`src/rtl/serial_adder_pkg.sv`:
```
// serial_adder_pkg: shared state type and one-bit full-adder functions
package serial_adder_pkg;
  typedef enum logic {IDLE, SHIFT} state_e;
  function automatic logic fa_sum(input logic x, input logic y, input logic z);
    return x ^ y ^ z;
  endfunction
  function automatic logic fa_carry(input logic x, input logic y, input logic z);
    return (x & y) | (y & z) | (x & z);
  endfunction
endpackage

```
`src/rtl/fa_bit.sv`:
```
// fa_bit: combinational one-bit full adder
module fa_bit
  import serial_adder_pkg::*;
(
  input  logic a,
  input  logic b,
  input  logic cin,
  output logic s,
  output logic cout
);
  assign s = fa_sum(a, b, cin);
  assign cout = fa_carry(a, b, cin);
endmodule

```
`src/rtl/serial_adder.sv`:
```
// serial_adder: bit-serial add/subtract, LSB first, one full-adder cell
module serial_adder
  import serial_adder_pkg::*;
#(
  parameter int WIDTH = 8,
  localparam int CNT_W = $clog2(WIDTH)
) (
  input  logic             clk,
  input  logic             rst,
  input  logic             start,
  input  logic [WIDTH-1:0] a,
  input  logic [WIDTH-1:0] b,
  input  logic             cin,
  input  logic             sub,
  output logic             busy,
  output logic             done,
  output logic [WIDTH-1:0] sum,
  output logic             cout,
  output logic             ovf
);
  if (WIDTH < 2 || WIDTH > 64) begin : g_bad_width
    $error("serial_adder: WIDTH must be in 2..64");
  end
  state_e state_q, state_d;
  logic [WIDTH-1:0] opa_q, opa_d, opb_q, opb_d, res_q, res_d, sum_q, sum_d;
  logic [CNT_W-1:0] cnt_q, cnt_d;
  logic carry_q, carry_d, cout_q, cout_d, ovf_q, ovf_d, done_q, done_d;
  logic s, c, last;
  fa_bit u_fa (
    .a   (opa_q[0]),
    .b   (opb_q[0]),
    .cin (carry_q),
    .s   (s),
    .cout(c)
  );
  assign last = cnt_q == CNT_W'(WIDTH - 1);
  always_comb begin
    state_d = state_q;
    opa_d = opa_q;
    opb_d = opb_q;
    carry_d = carry_q;
    cnt_d = cnt_q;
    res_d = res_q;
    sum_d = sum_q;
    cout_d = cout_q;
    ovf_d = ovf_q;
    done_d = 1'b0;
    if (state_q == IDLE) begin
      if (start) begin
        opa_d = a;
        opb_d = sub ? ~b : b;
        carry_d = cin ^ sub;
        cnt_d = '0;
        state_d = SHIFT;
      end
    end else begin
      opa_d = opa_q >> 1;
      opb_d = opb_q >> 1;
      res_d = {s, res_q[WIDTH-1:1]};
      carry_d = c;
      cnt_d = cnt_q + 1'b1;
      if (last) begin
        // ovf compares carry into the MSB (still in carry_q) with carry out of it
        sum_d = res_d;
        cout_d = c;
        ovf_d = carry_q ^ c;
        done_d = 1'b1;
        state_d = IDLE;
      end
    end
  end
  always_ff @(posedge clk) begin
    if (rst) begin
      state_q <= IDLE;
      opa_q <= '0;
      opb_q <= '0;
      carry_q <= 1'b0;
      cnt_q <= '0;
      res_q <= '0;
      sum_q <= '0;
      cout_q <= 1'b0;
      ovf_q <= 1'b0;
      done_q <= 1'b0;
    end else begin
      state_q <= state_d;
      opa_q <= opa_d;
      opb_q <= opb_d;
      carry_q <= carry_d;
      cnt_q <= cnt_d;
      res_q <= res_d;
      sum_q <= sum_d;
      cout_q <= cout_d;
      ovf_q <= ovf_d;
      done_q <= done_d;
    end
  end
  assign busy = state_q == SHIFT;
  assign done = done_q;
  assign sum = sum_q;
  assign cout = cout_q;
  assign ovf = ovf_q;
endmodule

```
`config.mk`:
```
export PLATFORM = sky130hd
export DESIGN_NAME = serial_adder
export DESIGN_NICKNAME = d
export VERILOG_FILES = /design/src/rtl/serial_adder_pkg.sv /design/src/rtl/fa_bit.sv /design/src/rtl/serial_adder.sv
export SDC_FILE = /design/constraint.sdc
export NUM_CORES = 1
export LEC_CHECK = 0
export CORE_UTILIZATION = 55
export CTS_CLUSTER_SIZE = 20
export DETAILED_ROUTE_END_ITERATION = 16
export MAX_ROUTING_LAYER = met4
export PLACE_DENSITY = 0.83
export SYNTH_ARGS = -nofsm -noshare
export SYNTH_HDL_FRONTEND = slang
export SYNTH_SLANG_ARGS = --single-unit
```
`constraint.sdc`:
```
create_clock -name clk -period 2.5 [get_ports clk]
set_input_delay 0.25 -clock clk [delete_from_list [all_inputs] [get_ports clk]]
set_output_delay 0.25 -clock clk [all_outputs]
set_load 0.02 [all_outputs]
```
==> impl_metrics.json <==
{
  "num_rows": 20,
  "cts_hold_buf": 0,
  "maxSlewViolCount": 0,
  "dp_cells": 239,
  "start_util": 0.5805,
  "synth_ff_type": "dfxtp_1",
  "cts_tree": "done",
  "total_power_mw": 1.119,
  "clk_latency_ns": 0.33,
  "ys_warn_count": 0,
  "tns_ns": 0,
  "synth_top_area_frac": 0.4370,
  "clock_sinks": 39,
  "wire_per_inst_um": 13.39,
  "post-cts-setup-buffers": 0,
  "setup_viol": 0,
  "root_buffer": "clkbuf_4",
  "fin_crit_ns": 2.047,
  "skew_ns": 0.004876,
  "path_clk_slew_ns": 0.10,
  "synth.largest_area_cell": "dfxtp_1",
  "hpwl_um": 2385,
  "worstPathArrival_ns": 1.80,
  "finalNonFillerCells": 247,
  "end_kind": "primary output",
  "routed_wl_um": 3308,
  "finalHoldViolations": 0,
  "grt_pass1_vias": 1254,
  "post-route-period-util": 0.8187,
  "grt_use_total": 0.2215,
  "path_delay_family": "flip-flops",
  "drv_cap": 0,
  "syn-cell-area_sq_um": 1787,
  "synth_fp_nets": 200,
  "slowest_delay_ns": 0.73,
  "io_pins": 33,
  "status": "complete, no violations",
  "hold-worst-slack_ns": 0.4905,
  "synthTopCellsByArea": "dfxtp_1 (44%), mux2i_1 (8.4%), a21bo_2 (5.0%)",
  "synth_edf_count": 0,
  "ys_types": 25,
  "viasPerCell": 5.433,
  "drtIter0Drc": 60,
  "async_reset_ff_frac": 0,
  "antenna_found_initial": 0,
  "n_antenna_cell": 0,
  "area_growth_syn_to_layout_pct": 19.05,
  "grt_max_degree": 42,
  "core_area_sq_um": 3078,
  "drc_errors": 0,
  "grt_pass1_wl_um": 5540,
  "port_buffers": 32,
  "fmax_mhz": 488.6,
  "grt.overflow.total": 0,
  "crit_fanout": 41,
  "die_w_um": 59.00,
  "cts_max_level": 2,
  "leakagePower_nw": 0.7640,
  "n_fill_cell": 249,
  "critical_path_class": "reg -> out",
  "worstPathCellList": "clkdlybuf4s50_1",
  "numCtsBuffers": 5,
  "postSynthAreaPerCell_sq_um": 10.15,
  "critPathLaunchType": "flip-flop",
  "maxSlewHeadroom": 0.5428,
  "vdd_drop_max_mv": 0.3310,
  "first_pass_iters": 4,
  "power_per_cell_area_nw_per_um2": 525.9,
  "rsz0062_at_grt": "false",
  "critPathSlowestCell": "dfxtp_2",
  "yosys-top-cells-count": "dfxtp_1 (39), mux2i_1 (15), a21oi_1 (13)",
  "die-area_sq_um": 3480,
  "ys_ff_latch": 39,
  "clk_path_buf_depth": 2,
  "antenna_left": 0,
  "synthCells": 176,
  "critical_path_buf_inv_count": 1,
  "cts_resized": 0,
  "die_y_um": 59.00,
  "gp_congestion": 0.7500,
  "vias": 1342,
  "synth_most_common_cell": "dfxtp_1",
  "worst_pin_slew_ns": 0.6858,
  "drive_above_1_share": 0.1034,
  "hold_path_class": "reg -> reg",
  "ys_seq_area_frac": 0.4370,
  "final_nets": 226,
  "crit_required_ns": 2.25
}
## cells in the final DEF (no fill, tap or decap)
master           count
a2111oi_2            1
a211oi_1             7
a21bo_2              9
a21oi_1             13
a311oi_1             1
buf_4                4
clkbuf_1             2
clkbuf_4             5
clkdlybuf4s50_1     32
clkinv_2             1
dfxtp_1             38
dfxtp_2              1
fa_1                 1
ha_1                 2
inv_1                1
mux2i_1             15
nand2_1             11
nand2b_1             1
nand3_1              9
nor2_1              10
nor2b_1              7
nor3_1               1
nor3b_1              1
o221ai_1             8
or3b_1               4
or4b_1               8
xnor2_1             10
## final cells by class
class / instances / area [sq um] / share of cell area
clock buffers: 7 / 45.04 / 0.02118
clock inverters: 1 / 5.005 / 0.002353
inverters: 1 / 3.754 / 0.001765
multi-input cells: 119 / 885.9 / 0.4165
flip-flops and latches: 39 / 782.0 / 0.3676
well taps: 44 / 55.05 / 0.02588
repair buffers: 36 / 350.3 / 0.1647
## sequential cells by signal (all words and copies together), names as in the netlist, 3 cells and up
register,cells
opa_q,8
opb_q,8
res_q,7
sum,8
cnt_q,3
## power by group
group          leakage [nW]  switching (mW)  internal (mW)  total, mW
Sequential            0.318          0.0257          0.648      0.674
Combinational         0.416          0.0670         0.0799      0.147
Clock                0.0293           0.188          0.110      0.298
## routing by layer
| layer | track usage | vias up | wire, um |
|---|---|---|---|
| li1 | - | 681 | - |
| met1 | 0.2632 | 616 | 1480 |
| met2 | 0.3653 | 41 | 1642 |
| met3 | 0.06550 | 4 | 149 |
| met4 | 0.06122 | 0 | 36 |
| met5 | - | - | 0 |
## final timing paths
path	start	to	slack (ns)	cells after the start
worst max-delay path	busy$_SDFF_PP0_	busy	0.45	1
worst min register to register	res_q[1]$_SDFFE_PP0P_	sum[0]$_SDFFE_PP0P_	0.49	2
worst min-delay path	res_q[1]$_SDFFE_PP0P_	sum[0]$_SDFFE_PP0P_	0.49	2
worst max register to register	cnt_q[0]$_SDFFE_PP0P_	ovf$_SDFFE_PP0P_	0.89	4
## cells by family after synthesis
| family | after synthesis | share of synthesized area |
|---|---|---|
| xor+xnor | 10 | 0.04902 |
| simple gates | 52 | 0.1688 |
| mux | 15 | 0.08403 |
| buf+inv | 18 | 0.06722 |
| fa+ha+maj | 3 | 0.02521 |
| flops | 39 | 0.4370 |
| compound gates | 39 | 0.1688 |
## metrics by stage
stage | setup slack [ns] | cell area, sq um | util
4_1_cts | 0.4258 | 2127 | 0.6911
6_report | 0.4532 | 2127 | 0.6911
2_1_floorplan | 1.214 | 1787 | -
3_3_place_gp | 0.8160 | 2077 | 0.6748
5_1_grt | 0.3580 | 2127 | 0.6911
3_5_place_dp | 0.7464 | 2077 | 0.6748
(Power assumes the default switching activity.)
